`config.mk`:
```
export PLATFORM = sky130hd
export DESIGN_NAME = mips_cache_coalescing_wbuf
export DESIGN_NICKNAME = d
export VERILOG_FILES = /design/src/rtl/mips_cache_pkg.sv /design/src/rtl/mips_wbuf_match.sv /design/src/rtl/mips_cache_coalescing_wbuf.sv
export SDC_FILE = /design/constraint.sdc
export NUM_CORES = 2
export LEC_CHECK = 0
export ABC_CLOCK_PERIOD_IN_PS = 7900
export BUFFER_PORTS_ARGS = -buffer_cell sky130_fd_sc_hd__buf_2
export CORE_UTILIZATION = 25
export CTS_BUF_LIST = sky130_fd_sc_hd__clkbuf_4
export DETAILED_ROUTE_END_ITERATION = 10
export PLACE_DENSITY = 0.46
export SLEW_MARGIN = 20
export SYNTH_ARGS = -nofsm -noshare
export SYNTH_HDL_FRONTEND = slang
export SYNTH_HIERARCHICAL = 1
export SYNTH_SLANG_ARGS = --single-unit
```
`constraint.sdc`:
```
create_clock -name clk -period 7.9 [get_ports clk]
set_clock_uncertainty 0.15 [all_clocks]
set_input_delay 0.79 -clock clk [delete_from_list [all_inputs] [get_ports clk]]
set_output_delay 0.79 -clock clk [all_outputs]
set_load 0.03 [all_outputs]
```
`src/rtl/mips_cache_pkg.sv`:
```
// Shared types and helpers for the data-cache coalescing write buffer.
package mips_cache_pkg;

  localparam int WB_AW     = 32;
  localparam int WB_DW     = 32;
  localparam int WB_BW     = WB_DW / 8;
  // merge_bytes works at this width so any DW up to 512 can reuse it
  localparam int WB_MAX_DW = 512;
  localparam int WB_MAX_BW = WB_MAX_DW / 8;

  typedef struct packed {
    logic             valid;
    logic [WB_AW-1:0] addr;
    logic [WB_DW-1:0] data;
    logic [WB_BW-1:0] be;
  } wbuf_entry_t;

  // Drain-side sequencing; only WB_STALLED changes behaviour (busy)
  typedef enum logic [1:0] {
    WB_IDLE    = 2'd0,
    WB_PRESENT = 2'd1,
    WB_STALLED = 2'd2
  } wb_state_e;

  // Byte-wise overlay of new_data onto old_data on the lanes selected by be
  function automatic logic [WB_MAX_DW-1:0] merge_bytes(
    input logic [WB_MAX_DW-1:0] old_data,
    input logic [WB_MAX_DW-1:0] new_data,
    input logic [WB_MAX_BW-1:0] be
  );
    logic [WB_MAX_DW-1:0] v_res;
    v_res = old_data;
    for (int b = 0; b < WB_MAX_BW; b++) begin
      if (be[b]) v_res[b*8 +: 8] = new_data[b*8 +: 8];
    end
    return v_res;
  endfunction

endpackage

```
`src/rtl/mips_wbuf_match.sv`:
```
// Address comparator across all write-buffer entries. Produces a match
// vector and the index of the youngest match, walking from head_ptr.
module mips_wbuf_match
  import mips_cache_pkg::*;
#(
  parameter int DEPTH = 8,
  parameter int AW    = 32
) (
  input  logic [$clog2(DEPTH)-1:0] i_head_ptr,
  input  logic [DEPTH-1:0]         i_valid,
  input  logic [DEPTH-1:0]         i_mask,
  input  logic [AW-1:0]            i_addr_tab [DEPTH],
  input  logic [AW-1:0]            i_addr,
  output logic [DEPTH-1:0]         o_match,
  output logic [$clog2(DEPTH)-1:0] o_idx
);

  localparam int PW = $clog2(DEPTH);

  // Per-entry compare; masked entries (the locked head) never match
  always_comb begin
    o_match = '0;
    for (int i = 0; i < DEPTH; i++) begin
      o_match[i] = i_valid[i] && !i_mask[i] && (i_addr_tab[i] == i_addr);
    end
  end

  // Walk oldest to youngest; the last hit seen is the youngest
  always_comb begin
    logic [PW-1:0] v_pos;
    o_idx = i_head_ptr;
    v_pos = i_head_ptr;
    for (int k = 0; k < DEPTH; k++) begin
      v_pos = i_head_ptr + PW'(k);
      if (o_match[v_pos]) o_idx = v_pos;
    end
  end

endmodule

```
`src/rtl/mips_cache_coalescing_wbuf.sv`:
```
// Coalescing write buffer between the data cache and the Avalon-MM master.
// Stores queue in a circular FIFO and drain one beat at a time; a store to
// an address already pending (and not on the bus) merges byte-wise.
//
// Drain FSM
//   state      | meaning
//   WB_IDLE    | no beat presented last cycle
//   WB_PRESENT | a beat was presented and accepted last cycle
//   WB_STALLED | a beat is held on the bus by waitrequest (busy)
module mips_cache_coalescing_wbuf
  import mips_cache_pkg::*;
#(
  parameter int DEPTH = 8,
  parameter int AW    = 32,
  parameter int DW    = 32
) (
  input  logic                     clk,
  input  logic                     rst,
  input  logic                     in_valid,
  input  logic [AW-1:0]            in_addr,
  input  logic [DW-1:0]            in_data,
  input  logic [DW/8-1:0]          in_byteenable,
  output logic                     in_ready,
  input  logic                     active,
  input  logic                     avm_waitrequest,
  output logic                     avm_write,
  output logic [AW-1:0]            avm_address,
  output logic [DW-1:0]            avm_writedata,
  output logic [DW/8-1:0]          avm_byteenable,
  input  logic [AW-1:0]            probe_addr,
  output logic                     probe_hit,
  output logic [DW-1:0]            probe_data,
  output logic [DW/8-1:0]          probe_byteenable,
  output logic [$clog2(DEPTH):0]   count,
  output logic                     full,
  output logic                     empty
);

  localparam int PW = $clog2(DEPTH);
  localparam int CW = PW + 1;
  localparam int BW = DW / 8;

  logic [DEPTH-1:0] r_valid;
  logic [AW-1:0]    r_addr [DEPTH];
  logic [DW-1:0]    r_data [DEPTH];
  logic [BW-1:0]    r_be   [DEPTH];
  logic [PW-1:0]    r_head;
  logic [PW-1:0]    r_tail;
  logic [CW-1:0]    r_count;
  wb_state_e        r_state;
  wb_state_e        w_state_nxt;

  logic             w_empty;
  logic             w_full;
  logic             w_busy;
  logic             w_avm_write;
  logic [DEPTH-1:0] w_lock_mask;
  logic [DEPTH-1:0] w_in_match;
  logic [PW-1:0]    w_in_idx;
  logic             w_in_hit;
  logic [DEPTH-1:0] w_pr_match;
  logic [PW-1:0]    w_pr_idx;
  logic             w_accept;
  logic             w_merge;
  logic             w_alloc;
  logic             w_retire;
  logic [DW-1:0]    w_merged;

  assign w_empty = (r_count == '0);
  assign w_full  = (r_count == CW'(DEPTH));

  // The head is locked while it is on the bus; it must not be merged into
  assign w_lock_mask = w_avm_write ? (DEPTH'(1) << r_head) : '0;

  mips_wbuf_match #(.DEPTH(DEPTH), .AW(AW)) u_in_match (
    .i_head_ptr (r_head),
    .i_valid    (r_valid),
    .i_mask     (w_lock_mask),
    .i_addr_tab (r_addr),
    .i_addr     (in_addr),
    .o_match    (w_in_match),
    .o_idx      (w_in_idx)
  );

  mips_wbuf_match #(.DEPTH(DEPTH), .AW(AW)) u_probe_match (
    .i_head_ptr (r_head),
    .i_valid    (r_valid),
    .i_mask     ('0),
    .i_addr_tab (r_addr),
    .i_addr     (probe_addr),
    .o_match    (w_pr_match),
    .o_idx      (w_pr_idx)
  );

  assign w_in_hit = |w_in_match;
  assign in_ready = !w_full || w_in_hit;
  assign w_accept = in_valid && in_ready;
  assign w_merge  = w_accept && w_in_hit;
  assign w_alloc  = w_accept && !w_in_hit;
  assign w_retire = w_avm_write && !avm_waitrequest;

  assign w_merged = DW'(merge_bytes(WB_MAX_DW'(r_data[w_in_idx]),
                                    WB_MAX_DW'(in_data),
                                    WB_MAX_BW'(in_byteenable)));

  // Drain FSM state register
  always_ff @(posedge clk) begin
    if (rst) r_state <= WB_IDLE;
    else     r_state <= w_state_nxt;
  end

  // Drain FSM next state: stall holds the beat, otherwise track whether one went out
  always_comb begin
    w_state_nxt = WB_IDLE;
    if (w_avm_write && avm_waitrequest) w_state_nxt = WB_STALLED;
    else if (w_avm_write)               w_state_nxt = WB_PRESENT;
  end

  // Drain FSM outputs: a stalled beat stays up even if active drops
  always_comb begin
    w_busy      = (r_state == WB_STALLED);
    w_avm_write = !w_empty && (active || w_busy);
  end

  // Entry storage: retire clears head, allocate fills tail, merge overlays bytes
  always_ff @(posedge clk) begin
    if (rst) begin
      r_valid <= '0;
      for (int i = 0; i < DEPTH; i++) begin
        r_addr[i] <= '0;
        r_data[i] <= '0;
        r_be[i]   <= '0;
      end
    end else begin
      if (w_retire) r_valid[r_head] <= 1'b0;
      if (w_alloc) begin
        r_valid[r_tail] <= 1'b1;
        r_addr[r_tail]  <= in_addr;
        r_data[r_tail]  <= in_data;
        r_be[r_tail]    <= in_byteenable;
      end
      if (w_merge) begin
        r_data[w_in_idx] <= w_merged;
        r_be[w_in_idx]   <= r_be[w_in_idx] | in_byteenable;
      end
    end
  end

  // Pointers and occupancy
  always_ff @(posedge clk) begin
    if (rst) begin
      r_head  <= '0;
      r_tail  <= '0;
      r_count <= '0;
    end else begin
      if (w_alloc)  r_tail <= r_tail + PW'(1);
      if (w_retire) r_head <= r_head + PW'(1);
      case ({w_alloc, w_retire})
        2'b10:   r_count <= r_count + CW'(1);
        2'b01:   r_count <= r_count - CW'(1);
        default: r_count <= r_count;
      endcase
    end
  end

  assign avm_write      = w_avm_write;
  assign avm_address    = w_avm_write ? r_addr[r_head] : '0;
  assign avm_writedata  = w_avm_write ? r_data[r_head] : '0;
  assign avm_byteenable = w_avm_write ? r_be[r_head]   : '0;

  assign probe_hit        = |w_pr_match;
  assign probe_data       = probe_hit ? r_data[w_pr_idx] : '0;
  assign probe_byteenable = probe_hit ? r_be[w_pr_idx]   : '0;

  assign count = r_count;
  assign full  = w_full;
  assign empty = w_empty;

endmodule

```
[Word level (Yosys, flattened, before mapping)]
Memory sizes are Yosys's and may differ from the RTL's. A register that Yosys moved wholly into a read port is not among the register bits.
Cells that the tools add are included.
Word-level totals
  memory bits (writable): 288
  register bits: 276
  memories: 2
  logic and storage cells: 223
  input port bits: 105
Memories
  r_data: words 8, bits a word 32, rd ports 2, clocked after Yosys merged registers in 1, wr ports 8, line mips_cache_coalescing_wbuf.sv:45  | logic [DW-1:0] r_data [DEPTH];
  r_be: words 8, bits a word 4, rd ports 3, clocked after Yosys merged registers in 1, wr ports 8, line mips_cache_coalescing_wbuf.sv:46  | logic [BW-1:0] r_be [DEPTH];
Cells by class
  magnitude comparators: 14
  mux-type cells: 92
  reduce and logical (&&, ||, !) cells: 60
  shift operators: 1
  bitwise operators: 6
  equality and inequality tests: 24
  add/sub/neg operators: 10
Operators by type and width (number)
  $eq 32x32->1: 16
  $bwmux 256: 1
  $mux 32: 8
  $bmux 32 s3: 1
  $demux 32 s3: 1
  $mux 3: 22
  $mux 8: 8
  $reduce_or 32->1: 2
  $bmux 1 s3: 14
  $lt 3x4->1 const B: 9
  $logic_and 1x1->1: 33
  $mux 1: 28
  $mux 4: 5
  $reduce_or 8->1: 2
  $add 3x3->3 const B: 4
  $logic_not 1->1: 12
  $and 8x8->8: 1
  $ge 4x4->1 const B: 2
  $not 3->4: 2
  $not 8->8: 1
  $or 8x8->8: 1
  $pmux 4 s2: 1
  $reduce_and 2->1: 4
  $reduce_or 4->1: 2
  other kinds (18): 27

[Logic depth before layout (Yosys ltp)]
An unclocked memory read counts as a cell.
  word-level depth: 19
  gate-level depth with buffers: 25
  depth with buffers taken out: 20

[Modules after synthesis]
Netlist, hierarchy kept.
Modules (own cells, without submodules)
  mips_cache_coalescing_wbuf: cells an instance 2582, area an instance 27660.3 um^2, instances 1
  mips_wbuf_match: cells an instance 672, area an instance 4765.8 um^2, instances 2

[Least setup slack after synthesis]
Ideal clock, no wire load.
  path type: reg2reg
  from: register r_count[1] (netlist: count[1])
  to: memory r_data[2][24], enable pin
  slack: 1030 ps
  cell stages (with the launch flop): 26
  data required time: 7467 ps
  arrival: 6437 ps
  clock period less this slack: 6870 ps
  path through: dfxtp_1 > clkbuf_1 > nor4_1 > a21o_1 > clkbuf_1 > inv_1 > clkbuf_1 > and3_1 > nand2b_1 > or4_1 > nor4_1 > nand2_1 > o31ai_1 > nor2_1 > a211o_1 > o211ai_1 > a21oi_1 > o21bai_1 > xnor2_1 > buf_2 > clkbuf_1 > nor2_1 > mux2i_1 > clkbuf_1 > nor2_1 > or2_1
RTL lines
  start: declaration: line mips_cache_coalescing_wbuf.sv:49  | logic [CW-1:0] r_count;
  start signal: assignment: line mips_cache_coalescing_wbuf.sv:159  | 2'b10: r_count <= r_count + CW'(1);
  start signal: assignment: line mips_cache_coalescing_wbuf.sv:160  | 2'b01: r_count <= r_count - CW'(1);
  start signal: assignment: line mips_cache_coalescing_wbuf.sv:161  | default: r_count <= r_count;
  end: declaration: line mips_cache_coalescing_wbuf.sv:45

[Final worst setup path]
  from: register r_addr[215] (netlist bit)
  to: output port probe_data[30]
Between the ends
  longest elaborated chain between the ends: 13
  elaborated cells on any way between the ends: 26
  those cells by class: 1 x eq/ne; 22 x mux; 2 x reduce/logical; 1 x memory
Ends and longest elaborated chain
  start: declaration: line mips_cache_coalescing_wbuf.sv:44  | logic [AW-1:0] r_addr [DEPTH];
  start signal: indexed assignment: line mips_cache_coalescing_wbuf.sv:138  | r_addr[r_tail] <= in_addr;
  $eq 32x32->1 *: line mips_wbuf_match.sv:24  | o_match[i] = i_valid[i] && !i_mask[i] && (i_addr_tab[i] == i_addr);
  $logic_and 1x1->1 *: line mips_wbuf_match.sv:24
  $bmux 1 s3: line mips_wbuf_match.sv:35  | if (o_match[v_pos]) o_idx = v_pos;
  $mux 1 (implied by the code): line mips_wbuf_match.sv:35
  $mux 3 (6 in series): line mips_wbuf_match.sv:35
  $mux 3 *: line mips_wbuf_match.sv:35
  via w_pr_idx[1]: line mips_cache_coalescing_wbuf.sv:62  | logic [PW-1:0] w_pr_idx;
  $mem_v2 8x32 *
  $mux 32 *: line mips_cache_coalescing_wbuf.sv:172  | assign probe_data = probe_hit ? r_data[w_pr_idx] : '0;
  end: declaration: line mips_cache_coalescing_wbuf.sv:32  | output logic [DW-1:0] probe_data,
The timed path passes the listed nets; every way through them passes the cells marked *. The select of a mux whose other input is x is not followed.

==> impl_metrics.csv <==
group,metric,value,unit
cts,clkSinkCount,567,
setup_path,worst_ep_arrival_time,6.61,ns
placement,io_buffers,217,
global_routing,antenna_found_initial,7,
cells_and_area,nets,4335,
timing,hold_viol,0,
cts,cts_made_buffers,171,
synthesis,synthTopCellsByCount,"nand2_1, nor2_1, xnor2_1",
cts,cts_setup_buffers,0,
run_status,status,"completed",
min_path,hold_path.class,"in2reg",
min_path,hold_depth,4,
synthesis,ys.warnings.count,6,
job,maxCapViolCount,0,
timing,slew-limit-headroom,0.320,
synthesis,syn_area,37200,um^2
power_and_ir_drop,p_int,0.00648,W
detailed_routing,ant_nets,0,
cts,clockBufferDepth,3,
synthesis,yosysMostFrequentCell,"nand2_1",
cts,cts_hold_buf,70,
power_and_ir_drop,combPwrFrac,0.400,
synthesis,ys_seq_area_frac,0.383,
power_and_ir_drop,power.total,0.0106,W
cells_and_area,seq_area,14300,um^2
setup_path,cp_cell_sequence,"xnor2_1 -> or4bb_1 -> or4_1 -> nor3_1 -> a21oi_1 -> a21boi_0 -> or2_2 -> nand2_1 -> o21ai_0 -> o31a_2 -> buf_4 -> mux4_2 -> mux2i_1 -> nor2_1 -> buf_2",
cells_and_area,fillers,15500,
global_routing,grt_pass1_wl,251,mm
setup_path,critPathRequiredTime,6.96,ns
timing,clock.fmax,0.132,GHz
die,rows,141,
timing,tightestPinTransition,1.01,ns
timing,maxSlewViolCount,0,
synthesis,yosysTopAreaCell,"edfxtp_1",
timing,fin_crit,7.55,ns
placement,gp_congestion,1.06,
synthesis,synth_edf_count,288,
timing,rsz0062_at_grt,"no",
setup_path,crit_path_start,"r_addr[215]$_SDFFE_PP0P_",
detailed_routing,wl,181,mm
power_and_ir_drop,p_sw,0.00408,W
setup_path,worst-path-max-fanout,17,
global_routing,grt_pass1_vias,32400,
die,die_y,388,um
die,ios,218,
global_routing,grt_overflow,0,
cts,htreeDepth,4,
power_and_ir_drop,seq_power_share,0.322,
cts,clkTransAtPathRegs,0.08,ns
cells_and_area,area_growth,16.8,%
cts,cts_tree,"built",
synthesis,ys_types,77,
global_routing,grt_max_degree,145,
die,die_area,150000,um^2
synthesis,avgSynthCellArea,9.47,um^2
timing,setup-violations-final,0,
setup_path,critical_path.max_stage_delay,0.65,ns
synthesis,synthArstFlopShare,0,
setup_path,regToRegSetupSlack,0.88,ns
cts,worstSkewPairLatency,1.23,ns
die,coreArea,148000,um^2
global_routing,grtUsageTotal,0.234,
detailed_routing,first_pass_iters,6,
min_path,hold_start,"in_addr[10]",
synthesis,synth_ff_type,"edfxtp_1",
setup_path,reg2reg_to,"r_data[2][9]$_SDFFCE_PN0P_",
timing,hold_slack,0.136,ns
synthesis,synth_top_area_share,0.233,
setup_path,crit_type,"reg2out",
min_path,hold_end,"r_addr[202]$_SDFFE_PP0P_",
detailed_routing,wl_per_cell,28.8,um
setup_path,r2r_start,"count[0]$_SDFFE_PP0P_",
synthesis,ys_ff_latch,567,
synthesis,synthCells,3926,
setup_path,crit_path_end_kind,"output port",
cts,clockRootBuffer,"clkbuf_4",
power_and_ir_drop,clockPowerShare,0.279,
timing,tns,0,ns
timing,period_share,0.956,
setup_path,cp_slowest_cell,"nor3_1",
power_and_ir_drop,p_per_area,243,nW/um^2
detailed_routing,drtIter0Drc,3704,
cells_and_area,drive_gt1_frac,0.208,
detailed_routing,num_vias,33700,
setup_path,r2r_cells,23,
cts,cts_resized,0,
cells_and_area,multiInputGateArea,21600,um^2
placement,dp_hpwl,130,mm
power_and_ir_drop,vdd_drop_max,0.231,mV
power_and_ir_drop,p_sw_frac,0.386,
detailed_routing,vias_per_cell,5.36,
detailed_routing,route.detailed.drc,0,
setup_path,worst_setup_path_start_kind,"register",
die,die_width,388,um
power_and_ir_drop,p_leak,14.3,nW
synthesis,synth.area.top_cells,"edfxtp_1, dfxtp_1, mux4_2",
die,start_util,0.252,
-- layer usage --
metal | track usage | wire (um) | up-vias
li1 | - | - | 14700
met1 | 0.307 | 74500 | 16700
met2 | 0.366 | 81900 | 1834
met3 | 0.0432 | 14700 | 408
met4 | 0.123 | 9670 | 4
met5 | 0 | 24 | -
-- worst max-delay path by stage --
| stage | to | depth (start not counted) |
|---|---|---|
| floorplan | r_data[2][24]$_SDFFCE_PN0P_ | 25 |
| global placement | r_data[2][9]$_SDFFCE_PN0P_ | 23 |
| detailed placement | r_data[2][9]$_SDFFCE_PN0P_ | 23 |
| CTS | probe_data[30] | 15 |
| global route | probe_data[0] | 15 |
| finish | probe_data[30] | 15 |
-- state kept, by name, indices dropped and copies added (netlist names), named ones only --
signal / count
r_addr: 256
r_data: 256
r_be: 32
r_valid: 8
count: 4
r_head: 3
r_tail: 3
r_state: 2
-- placed cells by master (no fill, tap or decap), drive strengths merged, types with 49 or more instances in the layout --
cell type / count
nand2: 704
nor2: 392
buf: 352
xnor2: 336
a21oi: 326
edfxtp: 288
dfxtp: 279
clkbuf: 244
mux4: 220
xor2: 184
nand4: 135
nor4: 97
mux2i: 88
dlygate4sd3: 70
and2: 64
clkinv: 53
nand3: 49
-- cell type report --
cell class	instances	share of cell area
Clock buffer	244	0.0422
Multi-Input combinational cell	3028	0.497
Inverter	27	0.00233
Sequential cell	567	0.328
Timing Repair Buffer	422	0.0667
Clock inverter	60	0.00772
Tap cell	1930	0.0556
Antenna cell	9	0.000518
-- power by group through the flow --
stage	clock network (W)	registers, W	logic [W]
after CTS	0.00302	0.00339	0.00424
after detailed placement	0	0.00346	0.00420
after global routing	0.00316	0.00341	0.00446
final	0.00294	0.00340	0.00422
after global placement	0	0.00345	0.00419
after floorplan	0	0.00336	0.00302
-- cells by family (layout without fill, tap and decap cells) --
kind of cell    count (synthesis)  in the layout  synth area share
other cells                     1             18          0.000101
simple gates                 1695           1695             0.215
fa+ha+maj                      13             13           0.00437
flops                         567            567             0.383
xor+xnor                      520            520             0.122
mux                           321            321             0.162
compound gates                470            470            0.0729
buf+inv                       339            753            0.0408
-- worst max-delay path: cells and delay by family, from the launching register on --
| family | cells | cell delay [ns] |
|---|---|---|
| compound gates | 4 | 1.34 |
| xor+xnor | 1 | 0.19 |
| buf+inv | 2 | 0.62 |
| flops | 1 | 0.53 |
| mux | 2 | 0.64 |
| simple gates | 6 | 2.11 |
-- per-stage QoR --
step                instances  cell area [um^2]  utilization  setup WS [ns]
floorplan                3934             37200            -           1.03
global placement         5904             40500        0.275          0.984
detailed placement       5904             40500        0.275          0.992
CTS                      6278             43400        0.294          0.310
global route             6280             43400        0.294         0.0511
finish                   6287             43400        0.294          0.349
Power figures use the tool's default switching activity.
